==> src/rtl/fifo_rw_ctrl.sv <==
// Read/write pointer controller for the FIFO datapath.
// Keeps wrap-bit pointers, turns accepted producer/consumer requests into
// RAM strobes and addresses, and exports pointer status for the flag logic.
// Also holds sticky overflow/underflow flags and a synchronous flush.
module fifo_rw_ctrl #(
    parameter int a_length = 3
) (
    input  logic                clk,
    input  logic                reset_n,
    input  logic                wr_req,
    input  logic                rd_req,
    input  logic                flush,
    input  logic                err_clr,
    output logic                wr_ready,
    output logic                rd_ready,
    output logic                mem_we,
    output logic [a_length-1:0] mem_waddr,
    output logic                mem_re,
    output logic [a_length-1:0] mem_raddr,
    output logic                rd_valid,
    output logic [a_length-1:0] ptr_diff,
    output logic                MSB_wr_ptr,
    output logic                MSB_rd_ptr,
    output logic [a_length:0]   count,
    output logic                ovf,
    output logic                udf
);

    logic [a_length:0] wr_ptr;
    logic [a_length:0] rd_ptr;
    logic              full;
    logic              empty;
    logic              wr_accept;
    logic              rd_accept;
    logic              ovf_set;
    logic              udf_set;

    // Decode full/empty from registered pointers and qualify the requests.
    always_comb begin
        full      = (wr_ptr[a_length] != rd_ptr[a_length]) &&
                    (wr_ptr[a_length-1:0] == rd_ptr[a_length-1:0]);
        empty     = (wr_ptr == rd_ptr);
        wr_accept = reset_n && wr_req && !full  && !flush;
        rd_accept = reset_n && rd_req && !empty && !flush;
        ovf_set   = reset_n && wr_req && full  && !flush;
        udf_set   = reset_n && rd_req && empty && !flush;
        wr_ready  = reset_n && !full;
        rd_ready  = reset_n && !empty;
        mem_we    = wr_accept;
        mem_re    = rd_accept;
        mem_waddr = wr_ptr[a_length-1:0];
        mem_raddr = rd_ptr[a_length-1:0];
        count     = wr_ptr - rd_ptr;
        ptr_diff  = count[a_length-1:0];
        MSB_wr_ptr = wr_ptr[a_length];
        MSB_rd_ptr = rd_ptr[a_length];
    end

    // Advance pointers on accepted transfers; flush snaps the read pointer
    // onto the write pointer so the FIFO reads as empty next cycle.
    always_ff @(posedge clk or negedge reset_n) begin
        if (!reset_n) begin
            wr_ptr <= '0;
            rd_ptr <= '0;
        end else begin
            if (wr_accept) begin
                wr_ptr <= wr_ptr + 1'b1;
            end
            if (flush) begin
                rd_ptr <= wr_ptr;
            end else if (rd_accept) begin
                rd_ptr <= rd_ptr + 1'b1;
            end
        end
    end

    // Sticky error flags; a new error in the clearing cycle wins over the clear.
    always_ff @(posedge clk or negedge reset_n) begin
        if (!reset_n) begin
            ovf <= 1'b0;
            udf <= 1'b0;
        end else begin
            ovf <= ovf_set || (ovf && !err_clr);
            udf <= udf_set || (udf && !err_clr);
        end
    end

    // RAM read data is valid one cycle after an accepted read.
    always_ff @(posedge clk or negedge reset_n) begin
        if (!reset_n) begin
            rd_valid <= 1'b0;
        end else begin
            rd_valid <= rd_accept;
        end
    end

endmodule
==> config.mk <==
export PLATFORM = sky130hd
export DESIGN_NAME = fifo_rw_ctrl
export DESIGN_NICKNAME = d
export VERILOG_FILES = /design/src/rtl/fifo_rw_ctrl.sv
export SDC_FILE = /design/constraint.sdc
export NUM_CORES = 1
export LEC_CHECK = 0
export CELL_PAD_IN_SITES_DETAIL_PLACEMENT = 0
export CELL_PAD_IN_SITES_GLOBAL_PLACEMENT = 1
export CORE_ASPECT_RATIO = 1.25
export CORE_MARGIN = 10
export CORE_UTILIZATION = 34
export CTS_CLUSTER_DIAMETER = 50
export CTS_CLUSTER_SIZE = 14
export DETAILED_ROUTE_END_ITERATION = 12
export HOLD_SLACK_MARGIN = 0.05
export MAX_ROUTING_LAYER = met4
export PLACE_DENSITY_LB_ADDON = 0.08
export SLEW_MARGIN = 20
export SYNTH_ARGS = -nofsm -noshare
export SYNTH_HDL_FRONTEND = slang
export SYNTH_SLANG_ARGS = --single-unit
export TNS_END_PERCENT = 10
==> constraint.sdc <==
create_clock -name clk -period 3.6 [get_ports clk]
set_input_delay 0.54 -clock clk [delete_from_list [all_inputs] [get_ports clk]]
set_output_delay 0.54 -clock clk [all_outputs]
set_load 0.05 [all_outputs]
* Word-level counts from Yosys, hierarchy flattened *
Cells that the tools add are included.

word-level totals
  output and inout bits = 22
  flip-flop bits (word level) = 11

cells by class
  mux-type cells = 2
  reductions and logical operators = 22
  equality and inequality tests = 3
  add/sub/neg operators = 3

operators with widths
  cell                   count
  $logic_and A1 B1 Y1    15
  $add A4 B1 Y4 const B  2
  $mux W4                2
  $eq A4 B4 Y1           1
  $logic_not A1 Y1       4
  $sub A4 B4 Y4          1
  $eq A3 B3 Y1           1
  $logic_or A1 B1 Y1     2
  $reduce_bool A2 Y1     1
  $ne A1 B1 Y1           1

* Depth between registers and ports, before layout *
  word-level depth = 6
  mapped depth = 7
  mapped depth without buffers = 6

* Worst setup path before layout *
No wires, ideal clock.

  kind = register -> output
  start = reg wr_ptr[0]
  end = out ptr_diff[2]
  required time = 3060 ps
  arrival time = 2662 ps
  buffers on the path = 1
  cell stages (with the launch flop) = 6
  setup slack = 398 ps
  cells stage by stage = dfrtp_1 -> inv_1 -> ha_1 -> fa_1 -> xnor2_1 -> buf_4

on the way
  word-level cells in the longest chain between the ends = 1

RTL lines
  element                 RTL line  RTL
  start, declared         29        logic [a_length:0] wr_ptr;
  start signal, assigned  67        wr_ptr <= wr_ptr + 1'b1;
  $sub A4 B4 Y4           53        count = wr_ptr - rd_ptr;
  end, declared           21        output logic [a_length-1:0] ptr_diff,

No other way between the ends.

* Worst setup path after layout *
Same ends and word-level chain as after synthesis.

==> qor.txt <==
Sequential-to-total area share from yosys stat: 36.5%
Final setup vio count: 0
Via total after detailed routing: 609
Min Clock Period, post-route: 2990 ps
# resized after CTS: 0
Setup crit end kind: primary output
Met1 Track Usage GR: 9.72%
Arr. time, crit path: 2450 ps
Critical R2R Capture: wr_ptr[3]
Post-Syn Area: 754 sq um
Reg2reg setup slack: 1870 ps
I/O pin cnt: 28
Asr flop ratio synth: 100%
Max Slew Vio Count: 0
Met3 Track Usage GR: 3.23%
GP Congestion: 0.778
Area grow syn2layout: 38.8%
Leading area contributor after synthesis: dfrtp_1
Remaining DRCs: 0
Vias in the first global route: 638
Vias/cell: 4.61
# hold bufs at CTS: 0
Initial DRC count: 19
TritonCTS clock tree: yes
Cells after Synth: 75
Worst-Skew Late Latency: 270 ps
Initial Utilization: 34.9%
GR met2 Demand/Resource: 13.6%
Largest net degree at the start of global routing: 13
First-pass GRT wire length: 3080 um
Share of the synthesized area in the top cell type: 36.5%
RR Startpoint: wr_ptr[0]
Outcome: finished clean
Clock transition at path regs: 70 ps
Max_cap viols: 0
Longest Clk Path Bufs: 2
Clock skew after layout: 1.72 ps
CTS Sinks: 11
Synth warn: 0
Synth top area cells: dfrtp_1 36%, ha_1 8.3%, xnor2_1 7.0%
Final nets: 114
Worst setup SP type: flop
Actual slew at the worst max-slew pin: 512 ps
Core area: 2160 sq um
CTS buffer count: 3
CTS root buf: clkbuf_4
Global-route usage over all layers: 8.98%
Antenna Violating Nets Remaining: 0
# rows: 19
Mean Syn Cell Area: 10.1 sq um
Syn Nets: 87
Layer with the highest usage: met2
Top FF cell, synth: dfrtp_1
# H-tree levels: 1
Unrepaired setup endpoints after global routing: no
R2R cell count: 6
HPWL Detailed: 1530 um
Die height: 72.7 um
Setup Fix Bufs, Post-CTS: 0
Slew margin rel.: 65.7%
Initial antenna violation count: 0
Share of cells above drive strength 1: 12.9%
Drt pass-1 iters: 4
Setup TNS: 0 ps
Die area: 4520 sq um
Worst Path Max Fanout: 5
Port Buffers: 27
Hold Fails Final Rpt: 0
#FFs+latches synth: 11
Final WL: 1880 um
Fmax: 335 MHz
Critical path class: reg2out
Fin crit share: 83.0%
Wire length per cell: 14.2 um
Ant. Diodes: 0
Global route overflow: 0
Filler Cell Count: 212
Post-synth EDFFs: 0
Die W: 62.1 um
Min-delay worst type: in2async
Post-synth cell types: 32
Critical Path RT: 3060 ps
flip-flops by register name (all words and copies together) (netlist names):
register and cells:
ovf 1, rd_ptr 4, rd_valid 1, udf 1, wr_ptr 4
cell type report:
| cell class | instances | area (sq um) | area share, % |
|---|---|---|---|
| Multi-Input combinational cell | 49 | 400 | 38.2 |
| Sequential cell | 11 | 275 | 26.3 |
| Timing Repair Buffer | 28 | 273 | 26.0 |
| Tap cell | 31 | 38.8 | 3.70 |
| Inverter | 9 | 33.8 | 3.23 |
| Clock buffer | 4 | 26.3 | 2.51 |
through the flow:
step           worst slack, ps  std cells  util [%]  instance area (sq um)  hold slack [ps]
2_1_floorplan              398         75         -                    754              244
3_3_place_gp               862        128      47.2                   1020              513
3_5_place_dp               828        128      47.2                   1020              521
4_1_cts                    590        132      48.4                   1050              511
5_1_grt                    460        132      48.4                   1050              506
6_report                   613        132      48.4                   1050              513
placed cells by master (no fill, tap or decap), drive strengths merged:
cell           instances
fa                     1
inv                    9
nand2                  9
and3                   1
and2                   2
a22oi                  1
nand3                  2
nand3b                 2
o211ai                 1
a21oi                  3
o41a                   1
xnor2                  7
a31oi                  1
a21boi                 1
clkbuf                 4
ha                     5
o32ai                  2
buf                    3
nand4                  2
o21ai                  4
clkdlybuf4s50         25
dfrtp                 11
xor2                   2
a21o                   1
nor2                   1
kinds of logic (layout without fill, tap and decap cells):
group | after synthesis | count (layout) | share of synthesized area, %
fa+ha+maj | 6 | 6 | 10.9
buf+inv | 15 | 41 | 10.4
xor+xnor | 9 | 9 | 12.4
flops | 11 | 11 | 36.5
simple gates | 19 | 19 | 13.9
compound gates | 15 | 15 | 15.8
synth_stat cells, types with 2 or more instances:
cell	number
dfrtp_1	11
inv_1	9
nand2_1	9
xnor2_1	6
ha_1	5
buf_4	4
and2_1	2
nand3_1	2
nand3b_1	2
o21ai_1	2
o32ai_1	2
critical path, stage by stage (launching register included):
cell and delay (ps):
dfrtp_1 430, inv_1 110, ha_1 230, fa_1 380
xnor2_1 190, clkdlybuf4s50_1 830
per-layer routing:
metal  vias to the layer above  part of all wire, %
li1                        302                    -
met1                       284                   45
met2                        19                   46
met3                         4                  6.0
met4                         0                  2.5
met5                         -                    0
worst max-delay path by stage:
stage	from	end	slack [ps]	cells past startpoint
6_report	wr_ptr[0]	ptr_diff[2]	610	5
5_1_grt	wr_ptr[0]	ptr_diff[2]	460	5
4_1_cts	wr_ptr[0]	ptr_diff[2]	590	5
3_5_place_dp	reset_n	wr_ready	830	3
3_3_place_gp	reset_n	wr_ready	860	3
2_1_floorplan	wr_ptr[0]	ptr_diff[2]	400	5
Power is not shown: default switching activity piles up to over one toggle a cycle in this logic, so the estimate is an artifact.
